<file path="src/rtl/dmem_ctrl_pkg.sv">
// Shared types and constants for the data-memory access controller.
package dmem_ctrl_pkg;

  localparam int unsigned NPORT = 2;

  localparam logic SZ_BYTE = 1'b0;
  localparam logic SZ_HALF = 1'b1;

  localparam logic PORT_MEM = 1'b0;
  localparam logic PORT_DBG = 1'b1;

  typedef enum logic [1:0] {
    StIdle,
    StAcc0,
    StAcc1,
    StFin
  } state_e;

  // Halfword loads take the second (high) byte straight from memory; sign only applies to bytes.
  function automatic logic [15:0] extend_load(input logic       half,
                                              input logic       sgn,
                                              input logic [7:0] rdata,
                                              input logic [7:0] lo);
    if (half) begin
      return {rdata, lo};
    end
    if (sgn) begin
      return {{8{rdata[7]}}, rdata};
    end
    return {8'h00, rdata};
  endfunction

endpackage

</file>
<file path="src/rtl/dmem_access_ctrl_if.sv">
// Request/response and byte-memory bus of the data-memory access controller.
interface dmem_access_ctrl_if #(
  parameter int unsigned ADDR_W = 16
);
  logic [1:0]          req_valid;
  logic [1:0]          req_ready;
  logic [1:0]          req_we;
  logic [1:0]          req_size;
  logic [1:0]          req_signed;
  logic [2*ADDR_W-1:0] req_addr;
  logic [31:0]         req_wdata;
  logic [1:0]          rsp_valid;
  logic [15:0]         rsp_rdata;
  logic [ADDR_W-1:0]   mem_addr;
  logic                mem_we;
  logic                mem_re;
  logic [7:0]          mem_wdata;
  logic [7:0]          mem_rdata;
  logic                busy;

  // Requesters and the memory sit on the master side.
  modport master (
    output req_valid, req_we, req_size, req_signed, req_addr, req_wdata, mem_rdata,
    input  req_ready, rsp_valid, rsp_rdata, mem_addr, mem_we, mem_re, mem_wdata, busy
  );

  modport slave (
    input  req_valid, req_we, req_size, req_signed, req_addr, req_wdata, mem_rdata,
    output req_ready, rsp_valid, rsp_rdata, mem_addr, mem_we, mem_re, mem_wdata, busy
  );
endinterface

</file>
<file path="src/rtl/dmem_arb.sv">
// Two-port request arbiter. Fixed priority (port 0 first) by default;
// define DMEM_ARB_RR_EN for round-robin with the last winner demoted.
module dmem_arb
  import dmem_ctrl_pkg::*;
(
  input  logic             clk,
  input  logic             rst_n,
  input  logic [NPORT-1:0] i_req_valid,
  input  logic             i_enable,
  output logic [NPORT-1:0] o_grant
);

`ifdef DMEM_ARB_RR_EN
  logic r_ptr;  // port that currently has highest priority

  always_ff @(posedge clk or negedge rst_n) begin
    if (!rst_n) begin
      r_ptr <= PORT_MEM;
    end else if (|o_grant) begin
      r_ptr <= o_grant[PORT_MEM] ? PORT_DBG : PORT_MEM;
    end
  end

  always_comb begin
    o_grant = '0;
    if (i_enable) begin
      if (r_ptr == PORT_MEM) begin
        if (i_req_valid[PORT_MEM])      o_grant[PORT_MEM] = 1'b1;
        else if (i_req_valid[PORT_DBG]) o_grant[PORT_DBG] = 1'b1;
      end else begin
        if (i_req_valid[PORT_DBG])      o_grant[PORT_DBG] = 1'b1;
        else if (i_req_valid[PORT_MEM]) o_grant[PORT_MEM] = 1'b1;
      end
    end
  end
`else
  logic w_unused_clk_rst;
  assign w_unused_clk_rst = clk ^ rst_n;

  always_comb begin
    o_grant = '0;
    if (i_enable) begin
      if (i_req_valid[PORT_MEM])      o_grant[PORT_MEM] = 1'b1;
      else if (i_req_valid[PORT_DBG]) o_grant[PORT_DBG] = 1'b1;
    end
  end
`endif

endmodule

</file>
<file path="src/rtl/dmem_access_ctrl.sv">
// Sequences byte/halfword requests from two ports onto a byte-wide data memory.
// Arbitration mode is selected in dmem_arb by DMEM_ARB_RR_EN.
module dmem_access_ctrl
  import dmem_ctrl_pkg::*;
#(
  parameter int unsigned ADDR_W = 16
) (
  input logic               clk,
  input logic               rst_n,
  dmem_access_ctrl_if.slave io_bus
);

  logic [NPORT-1:0]  w_grant;
  logic              w_enable;
  logic              w_hs;
  logic              w_hs_id;
  state_e            r_state;
  state_e            w_state_next;

  logic              r_we;
  logic              r_size;
  logic              r_signed;
  logic              r_id;
  logic [ADDR_W-1:0] r_addr;
  logic [15:0]       r_wdata;
  logic [7:0]        r_lo;

  assign w_enable = (r_state == StIdle) || (r_state == StFin);

  dmem_arb u_arb (
    .clk         (clk),
    .rst_n       (rst_n),
    .i_req_valid (io_bus.req_valid),
    .i_enable    (w_enable),
    .o_grant     (w_grant)
  );

  assign io_bus.req_ready = w_grant;
  assign w_hs             = |w_grant;
  assign w_hs_id          = w_grant[PORT_DBG];
  assign io_bus.busy      = (r_state != StIdle);

  always_ff @(posedge clk or negedge rst_n) begin
    if (!rst_n) begin
      r_state <= StIdle;
    end else begin
      r_state <= w_state_next;
    end
  end

  always_comb begin
    w_state_next = r_state;
    unique case (r_state)
      StIdle:  if (w_hs) w_state_next = StAcc0;
      StAcc0:  w_state_next = (r_size == SZ_HALF) ? StAcc1 : StFin;
      StAcc1:  w_state_next = StFin;
      StFin:   w_state_next = w_hs ? StAcc0 : StIdle;
      default: w_state_next = StIdle;
    endcase
  end

  // Request fields are only sampled on the handshake.
  always_ff @(posedge clk or negedge rst_n) begin
    if (!rst_n) begin
      r_we     <= 1'b0;
      r_size   <= SZ_BYTE;
      r_signed <= 1'b0;
      r_id     <= PORT_MEM;
      r_addr   <= '0;
      r_wdata  <= '0;
      r_lo     <= '0;
    end else begin
      if (w_hs) begin
        r_we     <= io_bus.req_we[w_hs_id];
        r_size   <= io_bus.req_size[w_hs_id];
        r_signed <= io_bus.req_signed[w_hs_id];
        r_id     <= w_hs_id;
        r_addr   <= w_hs_id ? io_bus.req_addr[2*ADDR_W-1:ADDR_W] : io_bus.req_addr[ADDR_W-1:0];
        r_wdata  <= w_hs_id ? io_bus.req_wdata[31:16] : io_bus.req_wdata[15:0];
      end
      if ((r_state == StAcc1) && !r_we) begin
        r_lo <= io_bus.mem_rdata;
      end
    end
  end

  always_comb begin
    io_bus.mem_addr  = '0;
    io_bus.mem_we    = 1'b0;
    io_bus.mem_re    = 1'b0;
    io_bus.mem_wdata = '0;
    io_bus.rsp_valid = '0;
    io_bus.rsp_rdata = '0;
    unique case (r_state)
      StAcc0: begin
        io_bus.mem_addr  = r_addr;
        io_bus.mem_we    = r_we;
        io_bus.mem_re    = ~r_we;
        io_bus.mem_wdata = r_we ? r_wdata[7:0] : 8'h00;
      end
      StAcc1: begin
        io_bus.mem_addr  = r_addr + ADDR_W'(1);
        io_bus.mem_we    = r_we;
        io_bus.mem_re    = ~r_we;
        io_bus.mem_wdata = r_we ? r_wdata[15:8] : 8'h00;
      end
      StFin: begin
        io_bus.rsp_valid = (r_id == PORT_DBG) ? 2'b10 : 2'b01;
        io_bus.rsp_rdata = r_we ? 16'h0000
                                : extend_load(r_size == SZ_HALF, r_signed, io_bus.mem_rdata, r_lo);
      end
      default: ;
    endcase
  end

endmodule

</file>
<file path="src/flat_wrapper.sv">
// flat-port wrapper written by rule: the top's interface ports become plain ports
module dmem_access_ctrl_flat import dmem_ctrl_pkg::*;
#(
  parameter int unsigned ADDR_W = 16
)
  (clk, rst_n, io_bus_req_valid, io_bus_req_we, io_bus_req_size, io_bus_req_signed, io_bus_req_addr, io_bus_req_wdata, io_bus_mem_rdata, io_bus_req_ready, io_bus_rsp_valid, io_bus_rsp_rdata, io_bus_mem_addr, io_bus_mem_we, io_bus_mem_re, io_bus_mem_wdata, io_bus_busy);
  dmem_access_ctrl_if #(.ADDR_W(ADDR_W)) io_bus_i ();
  input logic clk;
  input logic rst_n;
  input wire logic [$bits(io_bus_i.req_valid)-1:0] io_bus_req_valid;
  input wire logic [$bits(io_bus_i.req_we)-1:0] io_bus_req_we;
  input wire logic [$bits(io_bus_i.req_size)-1:0] io_bus_req_size;
  input wire logic [$bits(io_bus_i.req_signed)-1:0] io_bus_req_signed;
  input wire logic [$bits(io_bus_i.req_addr)-1:0] io_bus_req_addr;
  input wire logic [$bits(io_bus_i.req_wdata)-1:0] io_bus_req_wdata;
  input wire logic [$bits(io_bus_i.mem_rdata)-1:0] io_bus_mem_rdata;
  output wire logic [$bits(io_bus_i.req_ready)-1:0] io_bus_req_ready;
  output wire logic [$bits(io_bus_i.rsp_valid)-1:0] io_bus_rsp_valid;
  output wire logic [$bits(io_bus_i.rsp_rdata)-1:0] io_bus_rsp_rdata;
  output wire logic [$bits(io_bus_i.mem_addr)-1:0] io_bus_mem_addr;
  output wire logic [$bits(io_bus_i.mem_we)-1:0] io_bus_mem_we;
  output wire logic [$bits(io_bus_i.mem_re)-1:0] io_bus_mem_re;
  output wire logic [$bits(io_bus_i.mem_wdata)-1:0] io_bus_mem_wdata;
  output wire logic [$bits(io_bus_i.busy)-1:0] io_bus_busy;
  assign io_bus_i.req_valid = io_bus_req_valid;
  assign io_bus_i.req_we = io_bus_req_we;
  assign io_bus_i.req_size = io_bus_req_size;
  assign io_bus_i.req_signed = io_bus_req_signed;
  assign io_bus_i.req_addr = io_bus_req_addr;
  assign io_bus_i.req_wdata = io_bus_req_wdata;
  assign io_bus_i.mem_rdata = io_bus_mem_rdata;
  assign io_bus_req_ready = io_bus_i.req_ready;
  assign io_bus_rsp_valid = io_bus_i.rsp_valid;
  assign io_bus_rsp_rdata = io_bus_i.rsp_rdata;
  assign io_bus_mem_addr = io_bus_i.mem_addr;
  assign io_bus_mem_we = io_bus_i.mem_we;
  assign io_bus_mem_re = io_bus_i.mem_re;
  assign io_bus_mem_wdata = io_bus_i.mem_wdata;
  assign io_bus_busy = io_bus_i.busy;
  dmem_access_ctrl #(.ADDR_W(ADDR_W)) u_core (.clk(clk), .rst_n(rst_n), .io_bus(io_bus_i));
endmodule
</file>
<file path="config.mk">
export PLATFORM = sky130hd
export DESIGN_NAME = dmem_access_ctrl_flat
export DESIGN_NICKNAME = d
export VERILOG_FILES = /design/src/rtl/dmem_ctrl_pkg.sv /design/src/rtl/dmem_access_ctrl_if.sv /design/src/rtl/dmem_arb.sv /design/src/rtl/dmem_access_ctrl.sv /design/src/flat_wrapper.sv
export SDC_FILE = /design/constraint.sdc
export NUM_CORES = 1
export LEC_CHECK = 0
export CAP_MARGIN = 10
export CORE_MARGIN = 1
export CORE_UTILIZATION = 38
export CTS_CLUSTER_SIZE = 12
export DETAILED_ROUTE_END_ITERATION = 8
export PLACE_DENSITY = 0.87
export SETUP_SLACK_MARGIN = 0.5
export SKIP_CTS_REPAIR_TIMING = 1
export SLEW_MARGIN = 5
export SYNTH_ARGS = -nofsm -noshare
export SYNTH_HDL_FRONTEND = slang
export SYNTH_SLANG_ARGS = --single-unit
</file>
<file path="constraint.sdc">
create_clock -name clk -period 1.75 [get_ports clk]
set_input_delay 0.4375 -clock clk [delete_from_list [all_inputs] [get_ports clk]]
set_output_delay 0.4375 -clock clk [all_outputs]
set_load 0.02 [all_outputs]
</file>
==> results.md, run 1 <==
* Power Dens Cells at 1899 nW/um^2
* DRT antenna net count at 0
* Cells after Synth at 350
* Pre-antenna DRT Iters at 4
* Startpoint types: flop
* Setup CP Type: flop to output pin
* Die Height at 88.65 um
* Synth area leaders: dfrtp_1, a22oi_1, nand2_1, buf_2, nor2_1
* Hpwl dp at 6960 um
* Initial DRC Count at 133
* Total negative setup slack at -32.27 ns
* Max-Cap Viols at 0
* Number of enable flip-flop cells after synthesis at 0
* Synth top area share at 40.35%
* Clock root cell: clkbuf_8
* FP Rows at 31
* Critical Path RT at 1.31 ns
* Min Tclk post-route at 2.293 ns
* Tcrit/Tclk final at 131.0%
* Synthesized flop and latch total at 46
* Hold Vio Cnt, Final at 0
* # setup viols final at 83
* Crit path max fanout at 6
* Clock tree buffer depth at 2
* Ys Warns at 0
* Crit path cell chain: inv_2, ha_4, clkinv_4, nor2_4, o21ai_1, o31ai_2, buf_4
* # H-tree levels at 2
* GRT Util Overall at 23.84%
* Synth area leader: dfrtp_1
* Failing checks: negative setup slack
* Nets at 623
* Core area at 7253 um^2
* Overall Power at 10,600 uW
* Cts bufs inserted at 5
* Later-pin clock latency in the skew report at 0.30 ns
* Final Skew at 0.005117 ns
* Vias per Instance at 5.354
* Gpl congestion at 0.8965
* Reg-to-Reg Start: u_core.r_state[1]
* Antenna cell count at 0
* Async S/R FF share, synth at 100.0%
* FF-to-FF setup slack at -0.44 ns
* Via count at 3,400
* Syn Std Cell Area at 2853 um^2
* Fillers at 481
* CP max stage delay at 0.40 ns
* Port Buffers at 128
* Syn nets at 438
* Fin util at 76.95%
* R2R Path End: u_core.r_addr[12]
* Syn-to-layout area delta at 95.66%
* Layout cells sized above 1 at 43.10%
* Worst setup slack after layout at -0.5427 ns
* Max Slew Vio Count at 0
* FMAX at 436.2 MHz
* Clock Sinks at 46
* Mean Syn Cell Area at 8.151 um^2
* Fin area at 5582 um^2
* Global-route wire length before repair at 14,430 um
* WHS at 0.1050 ns
* Slew at the pin closest to its max-slew limit at 0.2553 ns
* Status: finished with violations
* Vias in the first global route at 3,177
* Slew margin rel. at 82.49%
* WP data arrival at 1.86 ns
* Seq/Total Area, Yosys at 40.35%
* CP Launch Point: u_core.r_state[1]
* Largest net degree at the start of global routing at 47
* Worst vdd ir at 902.4 uV
* Antenna violations before repair at 0
* Die X at 88.65 um
* Lkg Pwr at 0.002471 uW
* Ys flop type: dfrtp_1
* Placed Area at 5007 um^2
* RSZ-0062 raised after global routing: yes
* Post-synth cell types at 42
* Top-Level Pins at 129
* Reg clk slew, reported paths at 0.08 ns
* CTS tree: yes
* Hold Crit Class: input port to async pin
* WL per Instance at 16.99 um
* Total Routed Length at 10,790 um
* Endpoint class of the critical path: output pin
* Crit-path slowest cell: dfrtp_1
* Remaining Overflow, GRT at 0
* Reg2Reg Depth at 11
* Residual DRC at 0
* Die Area at 7858 um^2
* Initial cell density of the core at 39.33%
cells in the final DEF, fill, tap and decap left out, types with 2 or more instances in the layout:
cell type         n
nand3_2           4
buf_8             2
o21ai_0          10
buf_12           10
clkbuf_16         6
inv_2             4
a21oi_1           7
nand2b_4          3
mux2_2            2
nor2b_4           3
dfrtp_1          42
a22oi_2           9
nand2_1          85
a311oi_2          2
clkdlybuf4s50_1  80
a31oi_1           2
nor2_2            7
a22oi_1          35
o21ai_1           2
and2_4            2
nor2_1            4
nand3_1           3
nand4b_1          3
a21oi_2           2
buf_4            73
nand4_1           2
nand2_2           2
clkbuf_2          4
mux2i_1           8
buf_2             5
dfrtp_2           4
ha_4              4
buf_6            22
clkbuf_8          6
and3_1            3
a21oi_4           8
inv_1            10
nor2_4           16
o21ai_2           5
worst max path at each step:
stage / endpoint / slack, ns / cells past startpoint
floorplan: io_bus_mem_addr[12] / -0.15 / 7
global placement: io_bus_rsp_rdata[12] / -0.77 / 6
detailed placement: io_bus_rsp_rdata[10] / -0.82 / 6
CTS: io_bus_mem_addr[13] / -1.03 / 6
global route: io_bus_mem_addr[11] / -0.61 / 7
finish: io_bus_mem_addr[9] / -0.54 / 7
through the flow:
| step | setup slack [ns] | cells |
|---|---|---|
| final | -0.5427 | 635 |
| after CTS | -1.031 | 613 |
| after floorplan | -0.1464 | 350 |
| after global routing | -0.6062 | 635 |
| after detailed placement | -0.8206 | 605 |
| after global placement | -0.7742 | 605 |
worst max-delay path, delay by kind of cell (launching register included):
family | cells | cell delay (ns)
DFF | 1 | 0.40
AOI/OAI and AO/OA | 2 | 0.21
and+or+nand+nor | 1 | 0.23
adders and majority gates | 1 | 0.34
buffers and inverters | 3 | 0.36
area by class of cell:
| class | count | area (um^2) | share of cell area, % |
|---|---|---|---|
| Tap cell | 99 | 123.9 | 2.219 |
| Timing Repair Buffer | 203 | 2029 | 36.36 |
| Inverter | 15 | 61.31 | 1.098 |
| Clock buffer | 7 | 86.33 | 1.547 |
| Sequential cell | 46 | 1156 | 20.71 |
| Multi-Input combinational cell | 264 | 2120 | 37.97 |
| Clock inverter | 1 | 5.005 | 0.08967 |
power by group:
group	total (uW)	internal, uW	switching, uW
Sequential	2110	1620	482
Clock	683	319	363
Combinational	7810	3770	4040
Total	10600	5720	4880
registers in the layout (all words and copies together) (netlist names):
register,flops
u_core.r_lo,8
u_core.r_state,2
u_core.r_size,1
u_core.r_wdata,16
u_core.r_id,1
u_core.r_we,1
u_core.r_signed,1
u_core.r_addr,16
logic make-up (layout without fill, tap and decap cells):
group                    after synthesis  count (layout)  synth area share [%]
AO/OA/AOI/OAI                         97              97                 22.81
adder cells (fa/ha/maj)                6               6                 2.632
buffers and inverters                 40             226                 6.184
flip-flops                            46              46                 40.35
multiplexers                          12              12                 4.342
AND/OR/NAND/NOR                      149             149                 23.68
cell usage after synthesis, types with 3 or more instances:
| master | instances |
|---|---|
| nand3_1 | 6 |
| nand2_1 | 88 |
| dfrtp_1 | 46 |
| a31oi_1 | 3 |
| a21oi_1 | 17 |
| nor2b_1 | 3 |
| inv_1 | 15 |
| nor2_1 | 26 |
| nand4b_1 | 3 |
| and2_1 | 3 |
| and3_1 | 3 |
| o21ai_0 | 17 |
| a22oi_1 | 44 |
| mux2_2 | 3 |
| clkbuf_1 | 4 |
| buf_2 | 21 |
| ha_1 | 6 |
| nand2b_1 | 3 |
| mux2i_1 | 9 |
layer usage:
metal / part of all wire [%] / global-route usage [%]
met5: 0 / 0
met4: 2.3 / 6.158
met3: 6.2 / 4.291
met2: 52 / 43.85
met1: 39 / 28.55
Note: power is estimated with default switching activity, not from simulation.
==> inputs of run 2 (changes only) <==
Settings changed: PLACE_DENSITY 0.87 to 0.86.
==> results.md, run 2 (synthesis gave the netlist of run 1 again) <==
* Initial DRC Count at 241
* Endpoint class of the critical path: output pin
* Initial cell density of the core at 39.33%
* Cts bufs inserted at 5
* Remaining Overflow, GRT at 0
* Clock tree buffer depth at 2
* Startpoint types: flop
* Global-route wire length before repair at 14,640 um
* Antenna violations before repair at 0
* Flop pwr share at 18.4%
* Dpl cells at 606
* Hold Crit Class: input port to async pin
* Pre-antenna DRT Iters at 5
* Setup CP Type: flop to output pin
* FMAX at 423.5 MHz
* Core area at 7253 um^2
* Fin util at 83.82%
* FP Rows at 31
* Status: finished with violations
* Via count at 3,670
* Max-Cap Viols at 0
* Reg clk slew, reported paths at 0.09 ns
* Residual DRC at 0
* Vias per Instance at 5.655
* Clock root cell: clkbuf_8
* Clock Sinks at 46
* Worst vdd ir at 924.2 uV
* Power Dens Cells at 2008 nW/um^2
* Top-Level Pins at 129
* Failing checks: negative setup slack
* Tcrit/Tclk final at 134.9%
* # H-tree levels at 2
* Post-Place Setup Slack at -0.7952 ns
* Largest regs: u_core.r_addr (16), u_core.r_wdata (16), u_core.r_lo (8)
* Psw at 5727 uW
* Die X at 88.65 um
* # setup viols final at 82
* Clock group share of total power at 5.1%
* Layout Cells excl Fill at 649
* Sw Share at 46.91%
* Slew at the pin closest to its max-slew limit at 0.3171 ns
* Vias in the first global route at 3,218
* Critical Path RT at 1.31 ns
* Largest net degree at the start of global routing at 47
* Int Power at 6482 uW
* Comb pwr share at 76.5%
* Syn-to-layout area delta at 113.1%
* Hpwl dp at 7218 um
* Commonest non-fill, non-tap cell in the layout: clkdlybuf4s50_1
* RSZ-0062 raised after global routing: yes
* WL per Instance at 19.77 um
* Total Routed Length at 12,830 um
* Worst setup slack after layout at -0.6111 ns
* GRT Util Overall at 24.31%
* FF-to-FF setup slack at -0.33 ns
* Lkg Pwr at 0.002668 uW
* Crit path max fanout at 3
* Die Area at 7858 um^2
* WHS at 0.1189 ns
* Min Tclk post-route at 2.361 ns
* Hold Vio Cnt, Final at 0
* WP data arrival at 1.92 ns
* Nets at 638
* Port Buffers at 128
* Most frequent cells in the layout: clkdlybuf4s50_1, buf_4, nand2_1, dfrtp_1, buf_6
* Antenna cell count at 0
* Later-pin clock latency in the skew report at 0.30 ns
* Final Skew at 0.007967 ns
* CTS tree: yes
* Layout cells sized above 1 at 55.82%
* Max Slew Vio Count at 0
* Die Height at 88.65 um
* Overall Power at 12,210 uW
* DRT antenna net count at 0
* Slew margin rel. at 78.64%
* Gpl congestion at 0.8893
run 2: through the flow:
stage	area, um^2	TNS, ns
2_1_floorplan	3367	-3.128
3_3_place_gp	5002	-36.38
3_5_place_dp	5002	-40.08
4_1_cts	5079	-53.82
5_1_grt	6080	-33.14
6_report	6080	-29.45
run 2: cell type report:
type / instances / area (um^2)
clock buffers: 7 / 76.32
inverters: 15 / 68.82
multi-input cells: 264 / 2401
repair buffers: 218 / 2250
flip-flops and latches: 46 / 1160
fillers: 400 / 1174
well taps: 99 / 123.9
run 2: worst max-delay path, stage by stage (launching register included):
cell	delay [ns]
dfrtp_1	0.45
buf_4	0.16
nand3_2	0.10
buf_4	0.18
nor3_4	0.21
o21ai_0	0.15
a22o_1	0.22
buf_4	0.16
run 2: per-layer routing:
| metal | GRT usage (%) | wire (um) | up-vias | share of wire (%) |
|---|---|---|---|---|
| li1 | - | - | 1632 | - |
| met1 | 28.19 | 4682 | 1793 | 36 |
| met2 | 45.45 | 6570 | 186 | 51 |
| met3 | 4.664 | 863 | 59 | 6.7 |
| met4 | 6.598 | 713 | 0 | 5.6 |
| met5 | 0 | 0 | - | 0 |
run 2: path summary, 6_finish.rpt:
kind	startpoint	to	cells after the start
worst max-delay path	u_core.r_addr[1]	io_bus_mem_addr[7]	7
worst min-delay path	rst_n	u_core.r_addr[12]	2
worst max register to register	u_core.r_state[0]	u_core.r_addr[9]	11
worst min register to register	u_core.r_lo[1]	u_core.r_lo[1]	2
max in group asynchronous	rst_n	u_core.r_state[1]	2
min in group clk	u_core.r_lo[1]	u_core.r_lo[1]	2
run 2: power by group through the flow:
stage               logic, uW  clock network, uW  registers (uW)
CTS                      6450                627            2060
global placement         6240                  0            2040
floorplan                4090                  0            2000
finish                   9340                622            2240
detailed placement       6430                  0            2080
global route             9790                683            2290
==> inputs of run 3 (changes only) <==
==> constraint.sdc (replaced) <==
create_clock -name clk -period 1.75 [get_ports clk]
set_input_delay 0.175 -clock clk [delete_from_list [all_inputs] [get_ports clk]]
set_output_delay 0.175 -clock clk [all_outputs]
set_load 0.02 [all_outputs]
==> results.md, run 3 (synthesis gave the netlist of run 1 again) <==
* Reg2Reg Depth at 9
* GRT Util Overall at 23.02%
* Critical Path RT at 1.57 ns
* Fin util at 73.97%
* Failing checks: negative setup slack
* Crit path max fanout at 6
* Antenna cell count at 0
* Startpoint types: flop
* Slew at the pin closest to its max-slew limit at 0.5815 ns
* Initial cell density of the core at 39.33%
* Cts bufs inserted at 5
* Power Dens Cells at 1843 nW/um^2
* Worst vdd ir at 960.2 uV
* Commonest non-fill, non-tap cell in the layout: nand2_1
* Hpwl dp at 7117 um
* Nets at 615
* Post-Place Setup Slack at -0.4284 ns
* Vias in the first global route at 3,128
* Clock root cell: clkbuf_8
* CTS tree: yes
* Pre-antenna DRT Iters at 4
* Hold Vio Cnt, Final at 0
* Later-pin clock latency in the skew report at 0.30 ns
* Vias per Instance at 5.201
* Via count at 3,261
* Die X at 88.65 um
* WL per Instance at 14.64 um
* Syn-to-layout area delta at 88.07%
* Setup CP Type: flop to output pin
* # setup viols final at 70
* Clock tree buffer depth at 2
* Storage cell area at 1152 um^2
* CP Launch Point: u_core.r_addr[1]
* # H-tree levels at 2
* Fillers at 513
* Largest regs: u_core.r_addr (16), u_core.r_wdata (16), u_core.r_lo (8)
* Gpl congestion at 0.8372
* Total Routed Length at 9179 um
* Largest net degree at the start of global routing at 25
* WP data arrival at 1.80 ns
* Residual DRC at 0
* Layout cells sized above 1 at 41.86%
* Remaining Overflow, GRT at 0
* Most frequent cells in the layout: nand2_1, clkdlybuf4s50_1, buf_4
* DRT antenna net count at 0
* Lkg Pwr at 0.002398 uW
* Reg-to-Reg Start: u_core.r_state[0]
* Tcrit/Tclk final at 112.8%
* Die Area at 7858 um^2
* Final Skew at 0.001925 ns
* Antenna violations before repair at 0
* Initial DRC Count at 112
* Slew margin rel. at 61.24%
* Core area at 7253 um^2
* Die Height at 88.65 um
* FP Rows at 31
* Status: finished with violations
* Endpoint class of the critical path: output pin
* Top-Level Pins at 129
* Max-Cap Viols at 0
* FMAX at 506.4 MHz
* Global-route wire length before repair at 14,160 um
* Hold Crit Class: input port to async pin
* Worst setup slack after layout at -0.2247 ns
* WHS at 0.4001 ns
* Total negative setup slack at -7.084 ns
* Area occupied by multi-input gates at 2074 um^2
* Port Buffers at 128
* RSZ-0062 raised after global routing: yes
* Reg clk slew, reported paths at 0.08 ns
* Min Tclk post-route at 1.975 ns
* Max Slew Vio Count at 0
* Clock Sinks at 46
==> run 3: cell count changes in the layout (fill, tap and decap cells not counted), moves of 8 or more <==
| cell | before | now |
|---|---|---|
| buf_6 | 38 | 20 |
| clkbuf_16 | 8 | 0 |
| nand2_1 | 39 | 86 |
| nand2_2 | 29 | 1 |
| nand2_4 | 20 | 0 |
| nor2_4 | 17 | 6 |
==> run 3: report_power, final <==
| part | total, uW | internal, uW | leakage, uW | switching, uW |
|---|---|---|---|---|
| Combinational | 7040 | 3350 | 0.00178 | 3690 |
| Sequential | 2060 | 1620 | 0.000560 | 447 |
| Clock | 784 | 421 | 0.0000579 | 364 |
==> run 3: path summary, 6_finish.rpt <==
| path | to | slack [ns] |
|---|---|---|
| setup / recovery | io_bus_mem_addr[8] | -0.22 |
| hold / removal | u_core.r_addr[6] | 0.40 |
| setup reg to reg | u_core.r_wdata[11] | -0.07 |
| hold reg to reg | u_core.r_lo[1] | 0.49 |
| max in group asynchronous | u_core.r_signed | 0.81 |
| min in group clk | u_core.r_addr[11] | 0.47 |
==> run 3: stage by stage <==
stage | instance area [um^2] | std cells | total power, uW
2_1_floorplan | 3363 | 350 | 6008
3_3_place_gp | 5052 | 609 | 8349
3_5_place_dp | 5052 | 609 | 8548
4_1_cts | 5161 | 617 | 9353
5_1_grt | 5365 | 627 | 10540
6_report | 5365 | 627 | 9886
==> run 3: per-layer routing <==
metal  GRT usage (%)  wire length, um  vias to the layer above
met3           3.451              313                       16
met4           9.531              259                        0
met2           41.12             4925                       72
met1           27.62             3681                     1586
met5               0                0                        -
li1                -                -                     1587
==> run 3: layout make-up <==
type / count / area share, %
inverters: 15 / 1.189
clock inverters: 3 / 0.7463
flip-flops and latches: 46 / 21.48
multi-input cells: 264 / 38.67
clock buffers: 5 / 1.283
well taps: 99 / 2.309
repair buffers: 195 / 34.33
==> run 3: critical path: stages (launching register included) <==
cell     delay, ns
dfrtp_1       0.41
ha_2          0.21
and4_4        0.27
buf_4         0.12
a21oi_1       0.05
o21ai_1       0.22
o21ai_4       0.08
buf_6         0.13
